### src/rtl/param_fir.sv
// Stereo time-multiplexed FIR: one tap per clock, shared coefficient ROM,
// full-precision accumulation, optional rounding, saturating output stage.
module param_fir #(
  parameter int DATA_W    = 16,
  parameter int COEF_W    = 16,
  parameter int TAPS      = 1021,
  parameter int OUT_SHIFT = 15,
  parameter int ROUND     = 0
) (
  input  logic                               clk,
  input  logic                               rst,
  input  logic                               sequencing,
  input  logic signed [DATA_W-1:0]           lft_in,
  input  logic signed [DATA_W-1:0]           rht_in,
  output logic        [$clog2(TAPS)-1:0]     coef_addr,
  input  logic signed [COEF_W-1:0]           coef_in,
  output logic signed [DATA_W-1:0]           filtered_L,
  output logic signed [DATA_W-1:0]           filtered_R,
  output logic                               out_valid,
  output logic                               abort
);
  localparam int AW    = $clog2(TAPS);
  localparam int ACC_W = DATA_W + COEF_W + $clog2(TAPS);
  localparam int PW    = DATA_W + COEF_W;

  // Rounding offset and saturation bounds, one bit wider than the accumulator
  // so the rounding add can never wrap.
  localparam logic signed [ACC_W:0] RND =
    (ROUND != 0 && OUT_SHIFT > 0) ? ((ACC_W+1)'(1) << (OUT_SHIFT > 0 ? OUT_SHIFT-1 : 0)) : '0;
  localparam logic signed [ACC_W:0] MAXV = {{(ACC_W-DATA_W+2){1'b0}}, {(DATA_W-1){1'b1}}};
  localparam logic signed [ACC_W:0] MINV = ~MAXV;

  typedef enum logic [1:0] {IDLE, MAC, DONE, HOLD} state_t;

  state_t state, state_nxt;

  logic signed [ACC_W-1:0] acc_l, acc_r;
  logic signed [PW-1:0]    prod_l, prod_r;
  logic                    last_tap;

  assign prod_l = PW'(coef_in) * PW'(lft_in);
  assign prod_r = PW'(coef_in) * PW'(rht_in);

  // The address wraps to 0 after issuing the last tap, so seeing 0 while in
  // MAC means this edge consumes coef[TAPS-1].
  assign last_tap = (coef_addr == '0);

  function automatic logic signed [DATA_W-1:0] scale(input logic signed [ACC_W-1:0] a);
    logic signed [ACC_W:0] t;
    t = (ACC_W+1)'(a) + RND;
    t = t >>> OUT_SHIFT;
    if (t > MAXV)      scale = MAXV[DATA_W-1:0];
    else if (t < MINV) scale = MINV[DATA_W-1:0];
    else               scale = t[DATA_W-1:0];
  endfunction

  // State register.
  always_ff @(posedge clk) begin
    if (rst) state <= IDLE;
    else     state <= state_nxt;
  end

  // Next-state logic; HOLD blocks retriggering until sequencing drops.
  always_comb begin
    state_nxt = state;
    unique case (state)
      IDLE:    if (sequencing) state_nxt = MAC;
      MAC:     if (!sequencing) state_nxt = IDLE;
               else if (last_tap) state_nxt = DONE;
      DONE:    state_nxt = HOLD;
      HOLD:    if (!sequencing) state_nxt = IDLE;
      default: state_nxt = IDLE;
    endcase
  end

  // Datapath: address sequencing, accumulation, output stage, status pulses.
  always_ff @(posedge clk) begin
    if (rst) begin
      acc_l      <= '0;
      acc_r      <= '0;
      coef_addr  <= '0;
      filtered_L <= '0;
      filtered_R <= '0;
      out_valid  <= 1'b0;
      abort      <= 1'b0;
    end else begin
      out_valid <= 1'b0;
      abort     <= 1'b0;
      unique case (state)
        IDLE: begin
          acc_l     <= '0;
          acc_r     <= '0;
          coef_addr <= sequencing ? AW'(1) : '0;
        end
        MAC: begin
          if (!sequencing) begin
            acc_l     <= '0;
            acc_r     <= '0;
            coef_addr <= '0;
            abort     <= 1'b1;
          end else begin
            acc_l <= acc_l + ACC_W'(prod_l);
            acc_r <= acc_r + ACC_W'(prod_r);
            if (last_tap || coef_addr == AW'(TAPS-1)) coef_addr <= '0;
            else                                      coef_addr <= coef_addr + 1'b1;
          end
        end
        DONE: begin
          filtered_L <= scale(acc_l);
          filtered_R <= scale(acc_r);
          out_valid  <= 1'b1;
          acc_l      <= '0;
          acc_r      <= '0;
        end
        HOLD: ;
        default: ;
      endcase
    end
  end
endmodule

### config.mk
export PLATFORM = sky130hd
export DESIGN_NAME = param_fir
export DESIGN_NICKNAME = d
export VERILOG_FILES = /design/src/rtl/param_fir.sv
export SDC_FILE = /design/constraint.sdc
export NUM_CORES = 2
export LEC_CHECK = 0
export CORE_MARGIN = 10
export CORE_UTILIZATION = 42
export DETAILED_ROUTE_END_ITERATION = 12
export HOLD_SLACK_MARGIN = 0.03
export SYNTH_ARGS = -nofsm -noshare
export SYNTH_HDL_FRONTEND = slang
export SYNTH_SLANG_ARGS = --single-unit
export TNS_END_PERCENT = 1
### constraint.sdc
create_clock -name clk -period 15.1 [get_ports clk]
set_input_delay 1.51 -clock clk [delete_from_list [all_inputs] [get_ports clk]]
set_output_delay 1.51 -clock clk [all_outputs]
set_load 0.05 [all_outputs]
==> run summary <==
run status - completed
vias in the first global route - 22800
CTS Root Cell - clkbuf_16
worst r2r dst - acc_l[36]$_SDFFE_PP0P_
CTS sink cnt - 130
die area - 82200 sq um
Setup violations, final - 0
Final Hold Vio Count - 0
FF-to-FF setup slack - 9200 ps
mean post-synth cell area - 9.11 sq um
most frequent cells in the layout - inv_1 (829), fa_1 (676), nand2_1 (339), ha_1 (240), and2_1 (238)
Synth Register Bits - 130
# H-tree levels - 4
Die Ht - 287 microns
Clock Skew - 12.3 ps
cell count after synthesis - 3279
TritonRoute pass-1 iters - 5
Syn. warnings - 0
R2R depth - 20
sequential-to-total area share from yosys stat - 0.0871
Remaining DRCs - 0
Hold Path Class - reg2reg
final net count - 4262
CTS clk-pin slew, worst paths - 70 ps
hold path endpoint - filtered_R[4]$_SDFFE_PP0P_
Post-synth EDFFs - 0
wire length of the first global-routing pass - 119000 microns
drt total wl - 68400 microns
core outline area - 70300 sq um
worst hold path startpoint - filtered_R[4]$_SDFFE_PP0P_
syn_nets - 4246
postcts setup bufs - 0
commonest non-fill, non-tap cell in the layout - inv_1
DP Wirelength - 55800 microns
initial antenna violation count - 4
via/cell ratio - 4.96
max incr delay on CP - 850 ps
routability cong. - 0.831
io pins - 95
clk_lat worst skew - 470 ps
# resized after CTS - 0
GRT Overall Usage - 0.178
Final Max Tran Viols - 0
reg2reg start - acc_l[15]$_SDFFE_PP0P_
synth top area cells - fa_1 (45%), inv_1 (10%), ha_1 (10%)
Tightest Pin Transition - 1090 ps
Slew headroom - 0.269
post-synth top area cell - fa_1
FFs w/ async S/R, synth - 0
CP bufs+invs - 6
Max Cap Viol - 0
Longest Clk Path Bufs - 2
CP required - 15470 ps
Arrival @ worst endpoint - 8920 ps
Fmax achieved - 0.117 GHz
Critical Path Sink Type - register
unrepaired setup endpoints after global routing - false
CTS Hold Buffers Added - 0
Post-Syn Area - 29900 sq um
Setup CP Type - in2reg
worst-path maximum fanout - 16
Setup TNS - 0 ps
Tcrit/Tclk final - 0.566
DR vias - 21100
Largest delay share family, worst path - adder cells
Syn-to-layout area delta - 8.02%
GRT Residual Overflow - 0
pin count of the biggest net entering global routing - 54
Starting DRT DRC Count - 987
worst path cell trace - clkdlybuf4s50_1 > nand2_1 > inv_1 > fa_1 > inv_1 > fa_1 > fa_1 > inv_1 > fa_1 > fa_1 > inv_1 > fa_1 > inv_1 > ha_1 > a211oi_1 > nand2_1 > o2111ai_1 > a41oi_1 > a221oi_2 > a31o_2 > a21oi_2 > o21a_1 > or3_1 > a32o_1
Cells on Worst Hold Path - 2
most used flip-flop cell after synthesis - dfxtp_1
post-synth cell types - 66
TritonCTS clock tree - built
CP most frequent cell - fa_1
ANT nets after route - 0
share of post-route cells with drive strength above 1 - 0.0266
Routed WL per cell - 16.1 microns
post-synth top area share - 0.453
Slowest-stage cell, CP - fa_1
Initial Util - 0.425
row count - 97
min cycle time layout - 8550 ps
CTS Buf Count - 17
PortBufs - 94
CP startpoint kind - primary input
Die X - 287 microns
## worst min-delay path: stages, from the launching register on
cell,delay (ps)
dfxtp_1,310
nand2_1,50
a21oi_1,50
## Yosys cell counts (4+ instances only)
master	instances
a211oi_2	4
a211o_1	4
nor4_1	12
o21ai_0	71
and2_1	239
o21a_1	6
nor2b_1	6
a21oi_1	93
inv_1	829
dfxtp_1	130
xnor2_1	53
clkbuf_1	110
nor3_1	17
nand2_1	339
o211ai_1	6
buf_1	9
o31a_1	5
a22oi_1	53
ha_1	240
and3_1	5
a31oi_1	13
a21oi_2	4
fa_1	676
o21bai_1	10
nand2b_1	11
o21ai_1	16
nor2_1	144
a21o_1	27
nand4_1	20
nand3_1	17
xor2_1	36
o31ai_1	4
a211oi_1	10
nand3b_1	6
## worst max-delay path by stage
stage                start                     end  cells after the start
6_report         lft_in[1]  acc_l[36]$_SDFFE_PP0P_                     24
3_3_place_gp     lft_in[1]  acc_l[36]$_SDFFE_PP0P_                     24
2_1_floorplan  coef_in[15]  acc_l[36]$_SDFFE_PP0P_                     25
5_1_grt          lft_in[1]  acc_l[36]$_SDFFE_PP0P_                     24
4_1_cts          lft_in[1]  acc_l[36]$_SDFFE_PP0P_                     24
3_5_place_dp     lft_in[1]  acc_l[36]$_SDFFE_PP0P_                     24
## metrics by stage
stage               std cells  utilization  setup WS, ps  cell area (sq um)  hold WS, ps
global placement         4216        0.451          6140              31700          442
floorplan                3279            -          7130              29900          432
detailed placement       4216        0.451          6090              31700          447
CTS                      4248        0.459          6590              32300          453
finish                   4249        0.459          6550              32300          453
global route             4248        0.459          6100              32300          470
## layout make-up
cell class                 count  area [sq um]
clock inverter                15           138
clock buffer                  17           425
inverter                     829          3110
timing repair buffer         123          1160
multi-input combinational   2194         23700
tap                          940          1180
sequential                   130          2600
fill                        6834         38000
antenna                        1          2.50
## state kept, by name, indices dropped and copies added (netlist names), named ones only
signal and flops:
filtered_R 16, filtered_L 16, coef_addr 10, out_valid 1
acc_l 42, acc_r 42, state 1, abort 1
## layer usage
| layer | part of all wire | GRT usage | vias to the layer above |
|---|---|---|---|
| li1 | - | - | 9851 |
| met1 | 0.45 | 0.238 | 10800 |
| met2 | 0.50 | 0.304 | 336 |
| met3 | 0.037 | 0.0232 | 60 |
| met4 | 0.018 | 0.0424 | 6 |
| met5 | 0.00050 | 0 | - |
## logic make-up (layout without fill, tap and decap cells)
family          after synthesis  in the layout  synth area share
mux                           2              2          0.000670
compound gates              360            360            0.0796
simple gates                827            827             0.132
flops                       130            130            0.0871
xor+xnor                     89             89            0.0261
buf+inv                     955            984             0.121
fa+ha+maj                   916            916             0.553
other cells                   0              1                 0
Power is not shown: default switching activity piles up to over one toggle a cycle in this logic, so the estimate is an artifact.
